File: config.mk
export PLATFORM = sky130hd
export DESIGN_NAME = miss_req_tx
export DESIGN_NICKNAME = d
export VERILOG_FILES = /design/src/rtl/miss_req_tx.sv
export SDC_FILE = /design/constraint.sdc
export NUM_CORES = 1
export LEC_CHECK = 0
export ABC_AREA = 1
export BUFFER_PORTS_ARGS = -buffer_cell sky130_fd_sc_hd__buf_2
export CAP_MARGIN = 0
export CELL_PAD_IN_SITES_DETAIL_PLACEMENT = 2
export CELL_PAD_IN_SITES_GLOBAL_PLACEMENT = 2
export CORE_AREA = 2 2 276 278
export CTS_CLUSTER_SIZE = 28
export DETAILED_ROUTE_END_ITERATION = 10
export DIE_AREA = 0 0 278 280
export GPL_TIMING_DRIVEN = 0
export PLACE_DENSITY_LB_ADDON = 0.25
export SYNTH_ARGS = -nofsm -noshare
export SYNTH_HDL_FRONTEND = slang
export SYNTH_SLANG_ARGS = --single-unit
File: constraint.sdc
create_clock -name clk -period 9.2 [get_ports clk]
set_input_delay 0.92 -clock clk [delete_from_list [all_inputs] [get_ports clk]]
set_output_delay 0.92 -clock clk [all_outputs]
set_load 0.005 [all_outputs]
File: src/rtl/miss_req_tx.sv
// miss_req_tx: MoldUDP64 retransmission request transmitter.
//
// Missing-sequence reports from the miss detector are queued in a small
// FIFO. Each report becomes one or more 20-byte request packets:
// 10-byte session, 8-byte sequence number and 2-byte message count, all
// big-endian. Each packet goes out as three beats on a 64-bit valid/ready
// bus, with the first wire byte on bits [7:0]. A gap larger than
// MAX_REQ_CNT is split across back-to-back requests.
//
// Ports:
//   clk, reset            - clock, synchronous active-high reset
//   miss_seq_num_v_i      - report valid pulse (no backpressure)
//   miss_seq_num_sid_i    - session id of the gap
//   miss_seq_num_start_i  - first missing sequence number
//   miss_seq_num_cnt_i    - number of missing messages (0 = ignored)
//   req_valid_o/ready_i   - request beat handshake
//   req_data_o/keep_o     - beat payload and byte enables
//   req_start_o/last_o    - first / last beat of a packet
//   busy_o                - FIFO non-empty or packet generation in progress
//   drop_o                - one-cycle pulse: a report was lost (FIFO full)
//
// Build option: define MISS_REQ_MERGE_EN to merge a report that directly
// continues the newest queued gap of the same session into that entry.

module miss_req_tx #(
  parameter int              SEQ_NUM_W   = 18,
  parameter int              SID_W       = 80,
  parameter int              ML_W        = 16,
  parameter logic [ML_W-1:0] MAX_REQ_CNT = 16'hFFFF,
  parameter int              FIFO_D      = 4
) (
  input  logic                 clk,
  input  logic                 reset,
  input  logic                 miss_seq_num_v_i,
  input  logic [SID_W-1:0]     miss_seq_num_sid_i,
  input  logic [SEQ_NUM_W-1:0] miss_seq_num_start_i,
  input  logic [SEQ_NUM_W-1:0] miss_seq_num_cnt_i,
  output logic                 req_valid_o,
  input  logic                 req_ready_i,
  output logic [63:0]          req_data_o,
  output logic [7:0]           req_keep_o,
  output logic                 req_start_o,
  output logic                 req_last_o,
  output logic                 busy_o,
  output logic                 drop_o
);

  localparam int PTR_W = $clog2(FIFO_D);
  localparam int CNT_W = PTR_W + 1;
  localparam int CMP_W = (SEQ_NUM_W > ML_W) ? SEQ_NUM_W : ML_W;

  typedef enum logic [1:0] {
    S_IDLE = 2'd0,
    S_B0   = 2'd1,
    S_B1   = 2'd2,
    S_B2   = 2'd3
  } state_e;

  // Count carried by one request: the remaining gap, capped at MAX_REQ_CNT.
  function automatic logic [CMP_W-1:0] req_cnt(input logic [SEQ_NUM_W-1:0] rem);
    logic [CMP_W-1:0] r;
    logic [CMP_W-1:0] m;
    r = CMP_W'(rem);
    m = CMP_W'(MAX_REQ_CNT);
    req_cnt = (r > m) ? m : r;
  endfunction

  // Beat payload for a given beat state. The packet is first laid out in
  // wire order (byte i at bits [8i+7:8i]), then the beat's slice is taken.
  function automatic logic [63:0] beat_data(input state_e st,
                                            input logic [SID_W-1:0] sid,
                                            input logic [SEQ_NUM_W-1:0] seq,
                                            input logic [ML_W-1:0] rc);
    logic [159:0] pkt;
    logic [63:0]  seq64;
    logic [15:0]  rc16;
    seq64 = 64'(seq);
    rc16  = 16'(rc);
    pkt   = 160'd0;
    for (int i = 0; i < 10; i++) begin
      pkt[8*i +: 8] = sid[SID_W-1-8*i -: 8];
    end
    for (int i = 0; i < 8; i++) begin
      pkt[80+8*i +: 8] = seq64[63-8*i -: 8];
    end
    pkt[144 +: 8] = rc16[15:8];
    pkt[152 +: 8] = rc16[7:0];
    case (st)
      S_B0:    beat_data = pkt[63:0];
      S_B1:    beat_data = pkt[127:64];
      S_B2:    beat_data = {32'd0, pkt[159:128]};
      default: beat_data = 64'd0;
    endcase
  endfunction

  // Pending-gap FIFO
  logic [SID_W-1:0]     f_sid_q   [FIFO_D];
  logic [SID_W-1:0]     f_sid_d   [FIFO_D];
  logic [SEQ_NUM_W-1:0] f_start_q [FIFO_D];
  logic [SEQ_NUM_W-1:0] f_start_d [FIFO_D];
  logic [SEQ_NUM_W-1:0] f_cnt_q   [FIFO_D];
  logic [SEQ_NUM_W-1:0] f_cnt_d   [FIFO_D];
  logic [PTR_W-1:0]     rd_ptr_q, rd_ptr_d;
  logic [PTR_W-1:0]     wr_ptr_q, wr_ptr_d;
  logic [CNT_W-1:0]     count_q, count_d;

  // FSM and working registers
  state_e               state_q, state_d;
  logic [SID_W-1:0]     w_sid_q, w_sid_d;
  logic [SEQ_NUM_W-1:0] w_start_q, w_start_d;
  logic [SEQ_NUM_W-1:0] w_rem_q, w_rem_d;

  // Registered outputs
  logic                 req_valid_q, req_valid_d;
  logic [63:0]          req_data_q, req_data_d;
  logic [7:0]           req_keep_q, req_keep_d;
  logic                 req_start_q, req_start_d;
  logic                 req_last_q, req_last_d;
  logic                 busy_q, busy_d;
  logic                 drop_q, drop_d;

  logic                 fifo_empty_s;
  logic                 fifo_full_s;
  logic                 pop_s;
  logic                 rep_nz_s;
  logic                 merge_s;
  logic                 push_s;
  logic                 drop_s;
  logic                 beat_acc_s;
  logic [SEQ_NUM_W-1:0] rc_seq_s;
  logic [SEQ_NUM_W-1:0] rem_after_s;

  assign fifo_empty_s = (count_q == CNT_W'(0));
  assign fifo_full_s  = (count_q == CNT_W'(FIFO_D));
  assign pop_s        = (state_q == S_IDLE) && !fifo_empty_s;
  assign rep_nz_s     = miss_seq_num_v_i && (miss_seq_num_cnt_i != {SEQ_NUM_W{1'b0}});
  assign beat_acc_s   = req_valid_q && req_ready_i;
  assign rc_seq_s     = SEQ_NUM_W'(req_cnt(w_rem_q));
  assign rem_after_s  = w_rem_q - rc_seq_s;

`ifdef MISS_REQ_MERGE_EN
  logic [PTR_W-1:0]     newest_s;
  logic [SEQ_NUM_W:0]   merge_sum_s;
  logic                 newest_held_s;

  assign newest_s      = wr_ptr_q - PTR_W'(1);
  assign merge_sum_s   = {1'b0, f_cnt_q[newest_s]} + {1'b0, miss_seq_num_cnt_i};
  // The newest entry is only being popped when it is also the only entry.
  assign newest_held_s = !fifo_empty_s && !(pop_s && (count_q == CNT_W'(1)));
  assign merge_s       = rep_nz_s && newest_held_s
                       && (miss_seq_num_sid_i == f_sid_q[newest_s])
                       && (miss_seq_num_start_i == (f_start_q[newest_s] + f_cnt_q[newest_s]))
                       && !merge_sum_s[SEQ_NUM_W];
`else
  assign merge_s = 1'b0;
`endif

  // A full FIFO still accepts a push when the head leaves in the same cycle.
  assign push_s = rep_nz_s && !merge_s && (!fifo_full_s || pop_s);
  assign drop_s = rep_nz_s && !merge_s && fifo_full_s && !pop_s;

  // FIFO next-state: storage writes, pointer and occupancy updates
  always_comb begin
    f_sid_d   = f_sid_q;
    f_start_d = f_start_q;
    f_cnt_d   = f_cnt_q;
    wr_ptr_d  = wr_ptr_q;
    rd_ptr_d  = rd_ptr_q;
    count_d   = count_q;
    if (push_s) begin
      f_sid_d[wr_ptr_q]   = miss_seq_num_sid_i;
      f_start_d[wr_ptr_q] = miss_seq_num_start_i;
      f_cnt_d[wr_ptr_q]   = miss_seq_num_cnt_i;
      wr_ptr_d            = wr_ptr_q + PTR_W'(1);
    end else begin
      wr_ptr_d = wr_ptr_q;
    end
`ifdef MISS_REQ_MERGE_EN
    if (merge_s) begin
      f_cnt_d[newest_s] = merge_sum_s[SEQ_NUM_W-1:0];
    end else begin
      f_cnt_d[newest_s] = f_cnt_d[newest_s];
    end
`endif
    if (pop_s) begin
      rd_ptr_d = rd_ptr_q + PTR_W'(1);
    end else begin
      rd_ptr_d = rd_ptr_q;
    end
    case ({push_s, pop_s})
      2'b10:   count_d = count_q + CNT_W'(1);
      2'b01:   count_d = count_q - CNT_W'(1);
      default: count_d = count_q;
    endcase
  end

  // FIFO registers
  always_ff @(posedge clk) begin
    if (reset) begin
      for (int i = 0; i < FIFO_D; i++) begin
        f_sid_q[i]   <= {SID_W{1'b0}};
        f_start_q[i] <= {SEQ_NUM_W{1'b0}};
        f_cnt_q[i]   <= {SEQ_NUM_W{1'b0}};
      end
      rd_ptr_q <= {PTR_W{1'b0}};
      wr_ptr_q <= {PTR_W{1'b0}};
      count_q  <= {CNT_W{1'b0}};
    end else begin
      f_sid_q   <= f_sid_d;
      f_start_q <= f_start_d;
      f_cnt_q   <= f_cnt_d;
      rd_ptr_q  <= rd_ptr_d;
      wr_ptr_q  <= wr_ptr_d;
      count_q   <= count_d;
    end
  end

  // FSM state register
  always_ff @(posedge clk) begin
    if (reset) begin
      state_q <= S_IDLE;
    end else begin
      state_q <= state_d;
    end
  end

  // FSM next state: beats advance only on an accepted handshake
  always_comb begin
    state_d = state_q;
    case (state_q)
      S_IDLE: begin
        if (!fifo_empty_s) state_d = S_B0;
        else               state_d = S_IDLE;
      end
      S_B0: begin
        if (beat_acc_s) state_d = S_B1;
        else            state_d = S_B0;
      end
      S_B1: begin
        if (beat_acc_s) state_d = S_B2;
        else            state_d = S_B1;
      end
      S_B2: begin
        if (beat_acc_s) begin
          // Leftover gap continues straight into the next request.
          if (rem_after_s != {SEQ_NUM_W{1'b0}}) state_d = S_B0;
          else                                  state_d = S_IDLE;
        end else begin
          state_d = S_B2;
        end
      end
      default: state_d = S_IDLE;
    endcase
  end

  // Working registers: load on pop, advance after each completed request
  always_comb begin
    w_sid_d   = w_sid_q;
    w_start_d = w_start_q;
    w_rem_d   = w_rem_q;
    if (pop_s) begin
      w_sid_d   = f_sid_q[rd_ptr_q];
      w_start_d = f_start_q[rd_ptr_q];
      w_rem_d   = f_cnt_q[rd_ptr_q];
    end else if ((state_q == S_B2) && beat_acc_s) begin
      w_start_d = w_start_q + rc_seq_s;
      w_rem_d   = rem_after_s;
    end else begin
      w_sid_d   = w_sid_q;
    end
  end

  // Working register flops
  always_ff @(posedge clk) begin
    if (reset) begin
      w_sid_q   <= {SID_W{1'b0}};
      w_start_q <= {SEQ_NUM_W{1'b0}};
      w_rem_q   <= {SEQ_NUM_W{1'b0}};
    end else begin
      w_sid_q   <= w_sid_d;
      w_start_q <= w_start_d;
      w_rem_q   <= w_rem_d;
    end
  end

  // FSM outputs, derived from the next state so the port flops line up
  // with the state they describe; a stall keeps every input unchanged.
  always_comb begin
    req_valid_d = (state_d != S_IDLE);
    req_start_d = (state_d == S_B0);
    req_last_d  = (state_d == S_B2);
    req_data_d  = beat_data(state_d, w_sid_d, w_start_d, ML_W'(req_cnt(w_rem_d)));
    case (state_d)
      S_B0:    req_keep_d = 8'hFF;
      S_B1:    req_keep_d = 8'hFF;
      S_B2:    req_keep_d = 8'h0F;
      default: req_keep_d = 8'h00;
    endcase
    busy_d = (count_d != CNT_W'(0)) || (state_d != S_IDLE);
    drop_d = drop_s;
  end

  // Output flops
  always_ff @(posedge clk) begin
    if (reset) begin
      req_valid_q <= 1'b0;
      req_data_q  <= 64'd0;
      req_keep_q  <= 8'd0;
      req_start_q <= 1'b0;
      req_last_q  <= 1'b0;
      busy_q      <= 1'b0;
      drop_q      <= 1'b0;
    end else begin
      req_valid_q <= req_valid_d;
      req_data_q  <= req_data_d;
      req_keep_q  <= req_keep_d;
      req_start_q <= req_start_d;
      req_last_q  <= req_last_d;
      busy_q      <= busy_d;
      drop_q      <= drop_d;
    end
  end

  assign req_valid_o = req_valid_q;
  assign req_data_o  = req_data_q;
  assign req_keep_o  = req_keep_q;
  assign req_start_o = req_start_q;
  assign req_last_o  = req_last_q;
  assign busy_o      = busy_q;
  assign drop_o      = drop_q;

endmodule

# == After elaboration in Yosys (flattened, before gate mapping) ==
# Cells that the tools add are included.
# word_totals
register_bits,666
elab_cells,100
out_inout_bits,77
input_bits,120
# classes
n_eq_ne,9
reduce_logical,20
n_bitwise,2
n_addsub,6
magnitude_cmp,5
mux,32
# ops
cell,count
bitwise mux 320 bit,1
two-way mux 80 bit,4
one-hot mux 64 bit (3 select lines),1
two-way mux 18 bit,10
binary-select mux 80 bit (select 2 bit),1
demux 80 bit (select 2 bit),1
bitwise mux 72 bit,2
binary-select mux 18 bit (select 2 bit),2
demux 18 bit (select 2 bit),1
"> comparator 18 x 16 -> 1 bit, second input constant",2
nonzero test 18 bit,2
adder 18 bit,1
subtractor 18 bit,1
two-way mux 16 bit,1
one-hot mux 8 bit (2 select lines),1
"equality test 2 bit, second input constant",5
logical AND 1 bit,8
one-hot mux 2 bit (4 select lines),1
"equality test 2 x 1 -> 1 bit, second input constant",3
"greater-or-equal comparator 3 bit, second input constant",2
inverter 2 -> 3 bit,2
one-hot mux 3 bit (2 select lines),1
"adder 2 x 1 -> 2 bit, second input constant",2
two-way mux 2 bit,2
other kinds (12),17

# == Longest topological paths before layout ==
# Gate-level depths: netlist (run 1).
# depth
ltp_word,10
ltp_mapped,25
ltp_nobuf,23

# == Worst setup path before layout (run 1) ==
# No wires, ideal clock.
# synth_timing
path_type,input to register
start,in req_ready_i
end,reg req_data_q[14] (netlist: req_data_o[14])
arrival_time_ns,3.088
required_ns,9.117
path_buffers,2
path_slack_ns,6.029
setup_time_ns,0.083
path_stages,14
path_cell_list,nand2_1 nor2_1 nand2_1 clkinv_1 clkbuf_1 nor2_1 inv_1 ha_1 nor2_1 inv_1 nor2_1 buf_2 nand3_1 o221ai_1
# synth_between
elab_chain_len,5
elab_cells_between_ends,12
cone_classes,eq/ne (3); mux (7); reduce/logical (2)
# synth_lines
element,line_no,source
from (decl),39,"input logic req_ready_i,"
logical AND 1 bit *,137,assign beat_acc_s = req_valid_q && req_ready_i;
two-way mux 2 bit (on tied branches),"244, 236",
one-hot mux 2 bit (4 select lines) *,230,case (state_q)
named net state_d[1],108,"state_e state_q, state_d;"
equality test 2 bit / equality test 2 x 1 -> 1 bit (equally long branches),88,case (st)
one-hot mux 64 bit (3 select lines) *,88,
to (signal assigned),315,req_data_q <= req_data_d;
to (decl),115,"logic [63:0] req_data_q, req_data_d;"
# Mark *: on every way through the listed nets, which the timed path passes. The rest lies on a longest branch.
# A chain may end at the register's enable or synchronous reset.

# == Final worst setup path (run 1) ==
# layout_timing
start,reg w_rem_q[16]
end,reg req_data_q[33] (netlist: req_data_o[33])
# layout_between
elab_chain_len,9
elab_cells_between_ends,11
cone_classes,add/sub (1); order compare (1); eq/ne (3); mux (5); reduce/logical (1)
# layout_lines
element,line_no,source
from (decl),111,"logic [SEQ_NUM_W-1:0] w_rem_q, w_rem_d;"
from (signal assigned),278,w_rem_q <= {SEQ_NUM_W{1'b0}};
from (signal assigned),282,w_rem_q <= w_rem_d;
> comparator 18 x 16 -> 1 bit,65,req_cnt = (r > m) ? m : r;
two-way mux 18 bit,65,
subtractor 18 bit *,139,assign rem_after_s = w_rem_q - rc_seq_s;
nonzero test 18 bit *,246,if (rem_after_s != {SEQ_NUM_W{1'b0}}) state_d = S_B0;
two-way mux 1 bit *,246,
two-way mux 2 bit *,244,if (beat_acc_s) begin
one-hot mux 2 bit (4 select lines) *,230,
named net state_d[0],108,
equality test 2 x 1 -> 1 bit *,--,
named net req_start_d,117,"logic req_start_q, req_start_d;"
one-hot mux 64 bit (3 select lines) *,88,
# Marked as above.

==> flow_summary.yaml, run 1 <==
critical_path:
  worst-r2r-cell-count: 21
  r2r_slack_ns: 3.65
  cp-start-kind: "flip-flop"
  reg2reg_from: "w_rem_q[16]"
  cp_cell_sequence: "inv_2 > nand2_4 > buf_6 > nand2_1 > ha_1 > clkbuf_1 > nand2_1 > nor2_1 > xor2_1 > nand3_1 > nor3_1 > nand4_1 > nand2_1 > nand2_1 > ha_1 > inv_1 > nor2_1 > nand2_1 > clkbuf_1 > clkbuf_1 > nor2_1"
  worstPathRequired_ns: 9.67
  cpMostUsedCell: "nand2_1"
  timing.rr.end: "req_data_o[33]"
  slowest_stage: "clkbuf_1"
  crit_arrival_ns: 6.02
  critPathMaxStageDelay_ns: 0.99
  path_class: "reg2reg"
  crit_fanout: 10
  cp-end-kind: "flip-flop"
logic_synthesis:
  ys_types: 49
  synth_top_cell_by_area: "dfxtp_1"
  synth_area_leaders: "dfxtp_1 47%, a21oi_1 11%, o21ai_0 9.0%"
  synth_ff_type: "dfxtp_1"
  netlist.area_leader.share_pct: 46.92
  synth_edf_count: 0
  synth.avg_cell_area_um2: 7.390
  syn-instance-count: 3810
  syn-num-nets: 3959
  synth_seq_area_share_pct: 46.92
  synth-seq-cells: 660
  ys_warn_count: 0
  synth-async-reset-ratio_pct: 0
  netlist_area_mm2: 0.02816
floorplan:
  io_pins: 197
  die-area_mm2: 0.07784
  die_h_um: 280
  rows: 101
  initial_core_util_pct: 37.45
  core_area_mm2: 0.07519
  die_x_um: 278
placed_design:
  postPlaceCellArea_mm2: 0.03036
  dp_hpwl_mm: 103.5
  preCtsSetupSlack_ns: 3.635
  place.gp.congestion: 0.9158
  io_buffers: 196
run:
  drv_cap: 1
min_path:
  hold_end: "f_sid_q[181]"
  hp-class: "reg2reg"
  whs_path_depth: 2
  worstHoldStart: "f_sid_q[181]"
detailed_routing:
  routed-via-count: 30440
  vias_per_cell: 5.946
  drt_iter0_drc: 2329
  antenna_left: 0
  wire_per_inst_um: 28.02
  first_pass_iters: 5
  drt-total-wl_mm: 143.4
  drc: 0
timing:
  period_needed_ns: 5.549
  grt_setup_unrepaired: "no"
  fmax_mhz: 180.2
  setup_viol: 0
  clock_skew_ns: 0.02873
  hold_viol_final: 0
  tightest_slew_ns: 1.501
  relSlewSlack_pct: -0.08766
  finalSetupTns_ns: 0
  period_share_pct: 60.31
  maxSlewViolCount: 10
  setup_ws_ns: 3.651
cells_and_area:
  drive_gt1_share_pct: 9.985
  num-nets-final: 4233
  mostFrequentLayoutCells: "660 x dfxtp_1, 644 x a21oi_1, 519 x nand2_1"
  n_fill_cell: 8831
  layout_commonest_cell: "dfxtp_1"
  final_design_area_no_fill_mm2: 0.03277
  syn_to_final_growth_pct: 16.37
power:
  p_leak_nw: 12.34
  powerDensity_mw_per_mm2: 376.0
  peakVddDrop_uv: 153.2
cts:
  cts_tree: "yes"
  cts_inserted_buffers: 76
  cts.sinks: 660
  insertion_delay_ns: 0.65
  clk_pin_slew_worst_paths_ns: 0.06
  cts_resized: 0
  clockBufferDepth: 3
  htree_levels: 3
  postCtsSetupRepairBufs: 0
  hold_buffers: 0
  cts_root_buf: "clkbuf_16"
global_routing:
  antenna_found_initial: 27
  grt_pass1_vias: 32067
  grt_pass1_wl_mm: 209.8
  grt-ovfl-total: 0
  grtUsageTotal_pct: 35.96
  grt_max_degree: 13
status:
  violations: "capacitance limit, slew limit"
  status: "complete, but fails checks"
==> sequential cells by signal, indices dropped and copies added (netlist names) <==
register,count
req_valid_o,1
f_cnt_q,72
w_sid_q,80
req_start_o,1
state_q,2
w_rem_q,18
w_start_q,18
rd_ptr_q,2
busy_o,1
req_last_o,1
req_keep_o,2
count_q,3
drop_o,1
f_start_q,72
f_sid_q,320
req_data_o,64
wr_ptr_q,2
==> worst max-delay path: cells and delay by family (launching register included) <==
family	cells	cell delay [ns]
XOR/XNOR	1	0.28
adder cells (fa/ha/maj)	2	0.36
buffers and inverters	6	2.46
flip-flops	1	0.34
AND/OR/NAND/NOR	12	1.90
==> cell usage after synthesis (all sizes together), types with 12 or more instances <==
cell    instances
a21oi         646
nand2         522
nor2          239
buf           122
nand3         370
dfxtp         660
o211ai         87
inv           295
o21ai         523
or2            12
ha             27
nand4          19
o22ai          14
clkbuf        201
==> area by class of cell <==
class | count | area, um^2 | area share [%]
flip-flops and latches | 660 | 13210 | 40.32
multi-input cells | 2529 | 12480 | 38.07
clock buffers | 117 | 2270 | 6.927
plain buffers | 323 | 1350 | 4.120
well taps | 978 | 1224 | 3.735
inverters | 298 | 1119 | 3.414
repair buffers | 196 | 980.9 | 2.994
clock inverters | 13 | 122.6 | 0.3742
diodes | 5 | 12.51 | 0.03819
==> per-stage QoR <==
stage / hold slack, ns / power [W] / utilization (%) / cells
final: 0.4516 / 0.01232 / 43.58 / 5119
after floorplan: 0.4236 / 0.006591 / - / 3810
after detailed placement: 0.4470 / 0.009050 / 40.38 / 4984
after global routing: 0.4752 / 0.01283 / 43.57 / 5118
after global placement: 0.4335 / 0.008840 / 40.38 / 4984
after CTS: 0.4553 / 0.01214 / 43.56 / 5114
==> worst max path at each step <==
stage                     start             end  slack (ns)  depth (start not counted)
global placement    req_ready_i  req_data_o[33]        3.80                         15
finish              w_rem_q[16]  req_data_o[33]        3.65                         21
detailed placement  req_ready_i  req_data_o[33]        3.64                         15
floorplan           req_ready_i  req_data_o[14]        6.03                         14
CTS                 w_rem_q[16]  req_data_o[33]        3.70                         21
global route        w_rem_q[16]  req_data_o[33]        3.31                         21
==> routing by layer <==
metal  track usage (%)  share of wire, %  wire, um  up-vias
met3             6.653               6.6      9519      428
met2             59.92                47     66940     1195
met4             20.58               6.5      9305       24
met1             43.62                40     57510    15385
li1                  -                 -         -    13408
met5                 0             0.096       138        -
==> power by group <==
part | switching, W | internal (W) | leakage, nW | total (W)
combinational | 0.00429 | 0.00143 | 5.78 | 0.00573
sequential | 0.000205 | 0.00336 | 5.38 | 0.00356
clock | 0.00130 | 0.00173 | 1.17 | 0.00303
total | 0.00580 | 0.00652 | 12.3 | 0.0123
==> cell families after synthesis <==
group                    synth area share [%]
AO/OA/AOI/OAI                           24.58
AND/OR/NAND/NOR                         17.97
flip-flops                              46.92
buffers and inverters                   8.767
adder cells (fa/ha/maj)                 1.342
XOR/XNOR                               0.4044
other                                 0.01332
(Power assumes the default switching activity.)
==> run 2: changes to the inputs <==
--- a/config.mk
+++ b/config.mk
@@ -10,10 +10,10 @@
 export CAP_MARGIN = 0
 export CELL_PAD_IN_SITES_DETAIL_PLACEMENT = 2
 export CELL_PAD_IN_SITES_GLOBAL_PLACEMENT = 2
-export CORE_AREA = 2 2 276 278
+export CORE_AREA = 2 2 300 302
 export CTS_CLUSTER_SIZE = 28
 export DETAILED_ROUTE_END_ITERATION = 10
-export DIE_AREA = 0 0 278 280
+export DIE_AREA = 0 0 302 304
 export GPL_TIMING_DRIVEN = 0
 export PLACE_DENSITY_LB_ADDON = 0.25
 export SYNTH_ARGS = -nofsm -noshare
==> constraint.sdc (replaced) <==
create_clock -name clk -period 5.1 [get_ports clk]
set_input_delay 0.51 -clock clk [delete_from_list [all_inputs] [get_ports clk]]
set_output_delay 0.51 -clock clk [all_outputs]
set_load 0.005 [all_outputs]
==> run 2 against run 1 <==
  * The run now ends clean
  * Combinational power up 78%
  * Sequential share of layout area down 0.43 points
  * Worst setup slack worse by 3.3 ns
  * Critical path depth up 2
  * Maximum frequency up 16%
  * Global-route usage down 5.3 points
==> flow_summary.yaml, run 2 (same netlist as run 1, synthesis figures left out) <==
cts:
  cts_root_buf: "clkbuf_16"
  clk_pin_slew_worst_paths_ns: 0.07
  postCtsSetupRepairBufs: 0
  clockBufferDepth: 3
  cts_resized: 1
  htree_levels: 3
  cts_tree: "yes"
  insertion_delay_ns: 0.66
  hold_buffers: 0
  cts.sinks: 660
  cts_inserted_buffers: 79
timing:
  tightest_slew_ns: 1.448
  hold_slack_ns: 0.1684
  period_share_pct: 93.49
  clock_skew_ns: 0.03775
  grt_setup_unrepaired: "no"
  fmax_mhz: 209.7
  maxSlewViolCount: 0
  relSlewSlack_pct: 3.435
  period_needed_ns: 4.768
  hold_viol_final: 0
  setup_viol: 0
power:
  powerDensity_mw_per_mm2: 671.4
  fin_total_pwr_w: 0.02224
  p_leak_nw: 12.40
  peakVddDrop_uv: 354.6
global_routing:
  grtUsageTotal_pct: 30.68
  grt-ovfl-total: 0
  grt_pass1_wl_mm: 208.7
  grt_max_degree: 12
  use_met3_pct: 4.762
  antenna_found_initial: 24
  busiest_layer: "met2"
  grt_use_met1_pct: 39.04
  grt_pass1_vias: 30995
  grtUsageMet2_pct: 51.08
critical_path:
  cp-start-kind: "flip-flop"
  path_class: "reg2reg"
  cp_num_buf_inv: 6
  cp_cell_sequence: "inv_2 > nand2_4 > buf_6 > nand2_1 > ha_1 > clkbuf_1 > nand2_1 > nand2_1 > nand2_1 > nand3_1 > nor2_1 > nand3_1 > nor3_1 > nand4_1 > nand2_1 > nand2_1 > ha_1 > inv_1 > nor2_1 > nand2_1 > clkbuf_2 > clkbuf_2 > nor2_1"
  cp-end-kind: "flip-flop"
  crit_arrival_ns: 5.26
  cpMostUsedCell: "nand2_1"
  slowest_stage: "clkbuf_2"
  crit_fanout: 10
  cp_top_family: "simple AND/OR/NAND/NOR gates"
  critPathMaxStageDelay_ns: 0.52
  worstPathRequired_ns: 5.60
detailed_routing:
  routed-via-count: 29609
  antenna_left: 0
  drt-total-wl_mm: 142.6
  first_pass_iters: 7
  drc: 0
  drt_iter0_drc: 2089
  vias_per_cell: 5.559
  wire_per_inst_um: 26.78
placed_design:
  dp_hpwl_mm: 105.6
  postPlaceCellArea_mm2: 0.03061
  place.gp.congestion: 0.9358
  io_buffers: 196
floorplan:
  core_area_mm2: 0.08905
  initial_core_util_pct: 31.62
  die_x_um: 302
  die-area_mm2: 0.09181
  rows: 110
  die_h_um: 304
  io_pins: 197
cells_and_area:
  layout_commonest_cell: "dfxtp_1"
  largest_register: "f_sid_q"
  top_regs: "f_sid_q (320), w_sid_q (80)"
  syn_to_final_growth_pct: 17.63
  final_design_area_no_fill_mm2: 0.03312
  largest_register_ffs: 320
  mostFrequentLayoutCells: "660 x dfxtp_1, 644 x a21oi_1, 519 x nand2_1"
  num-nets-final: 4236
  drive_gt1_share_pct: 10.14
status:
  status: "completed"
min_path:
  hp-class: "in2reg"
run:
  drv_cap: 0
run 2: changes by cell type in the layout (fill, tap and decap cells not counted), moves of 2 or more:
| cell | before | now |
|---|---|---|
| clkbuf_2 | 0 | 4 |
| clkbuf_16 | 79 | 81 |
| clkbuf_8 | 15 | 19 |
| clkinv_8 | 0 | 2 |
| inv_6 | 4 | 1 |
| diode_2 | 5 | 8 |
run 2: tightest hold or removal path: cells and delay by family:
kind / cells / cell delay (ns)
buf+inv: 1 / 0.12
compound gates: 1 / 0.06
simple gates: 1 / 0.08
run 2: final timing paths:
path,startpoint,end,slack (ns),cells after the start
worst max-delay path,w_rem_q[17],req_data_o[61],0.33,23
worst max register to register,w_rem_q[17],req_data_o[61],0.33,23
worst min register to register,f_start_q[25],f_start_q[25],0.45,2
worst min-delay path,miss_seq_num_sid_i[58],f_sid_q[138],0.17,3
run 2: where the power goes:
part | internal, W | switching [W]
Sequential | 0.00606 | 0.000347
Combinational | 0.00259 | 0.00763
Clock | 0.00324 | 0.00237
run 2: metrics by stage:
stage	utilization, %	std cells	TNS (ns)	worst slack (ns)
after floorplan	-	3810	0	1.959
after global placement	34.37	5182	-2.251	-0.1685
after detailed placement	34.37	5182	-4.579	-0.2584
after CTS	37.17	5318	0	0.1002
after global routing	37.18	5320	0	0.08063
final	37.20	5326	0	0.3320
run 2: layout make-up:
cell class / instances / area (um^2)
tap: 1176 / 1471
clock buffer: 126 / 2386
timing repair buffer: 196 / 980.9
inverter: 298 / 1119
buffer: 323 / 1355
clock inverter: 10 / 101.3
fill: 10553 / 55930
multi-input combinational: 2529 / 12480
sequential: 660 / 13210
antenna: 8 / 20.02
run 2: layer usage:
layer  up-vias  share of wire, %
met2       958                47
met5         -             0.086
met3       308               5.9
li1      13405                 -
met1     14920                42
met4        18               4.8
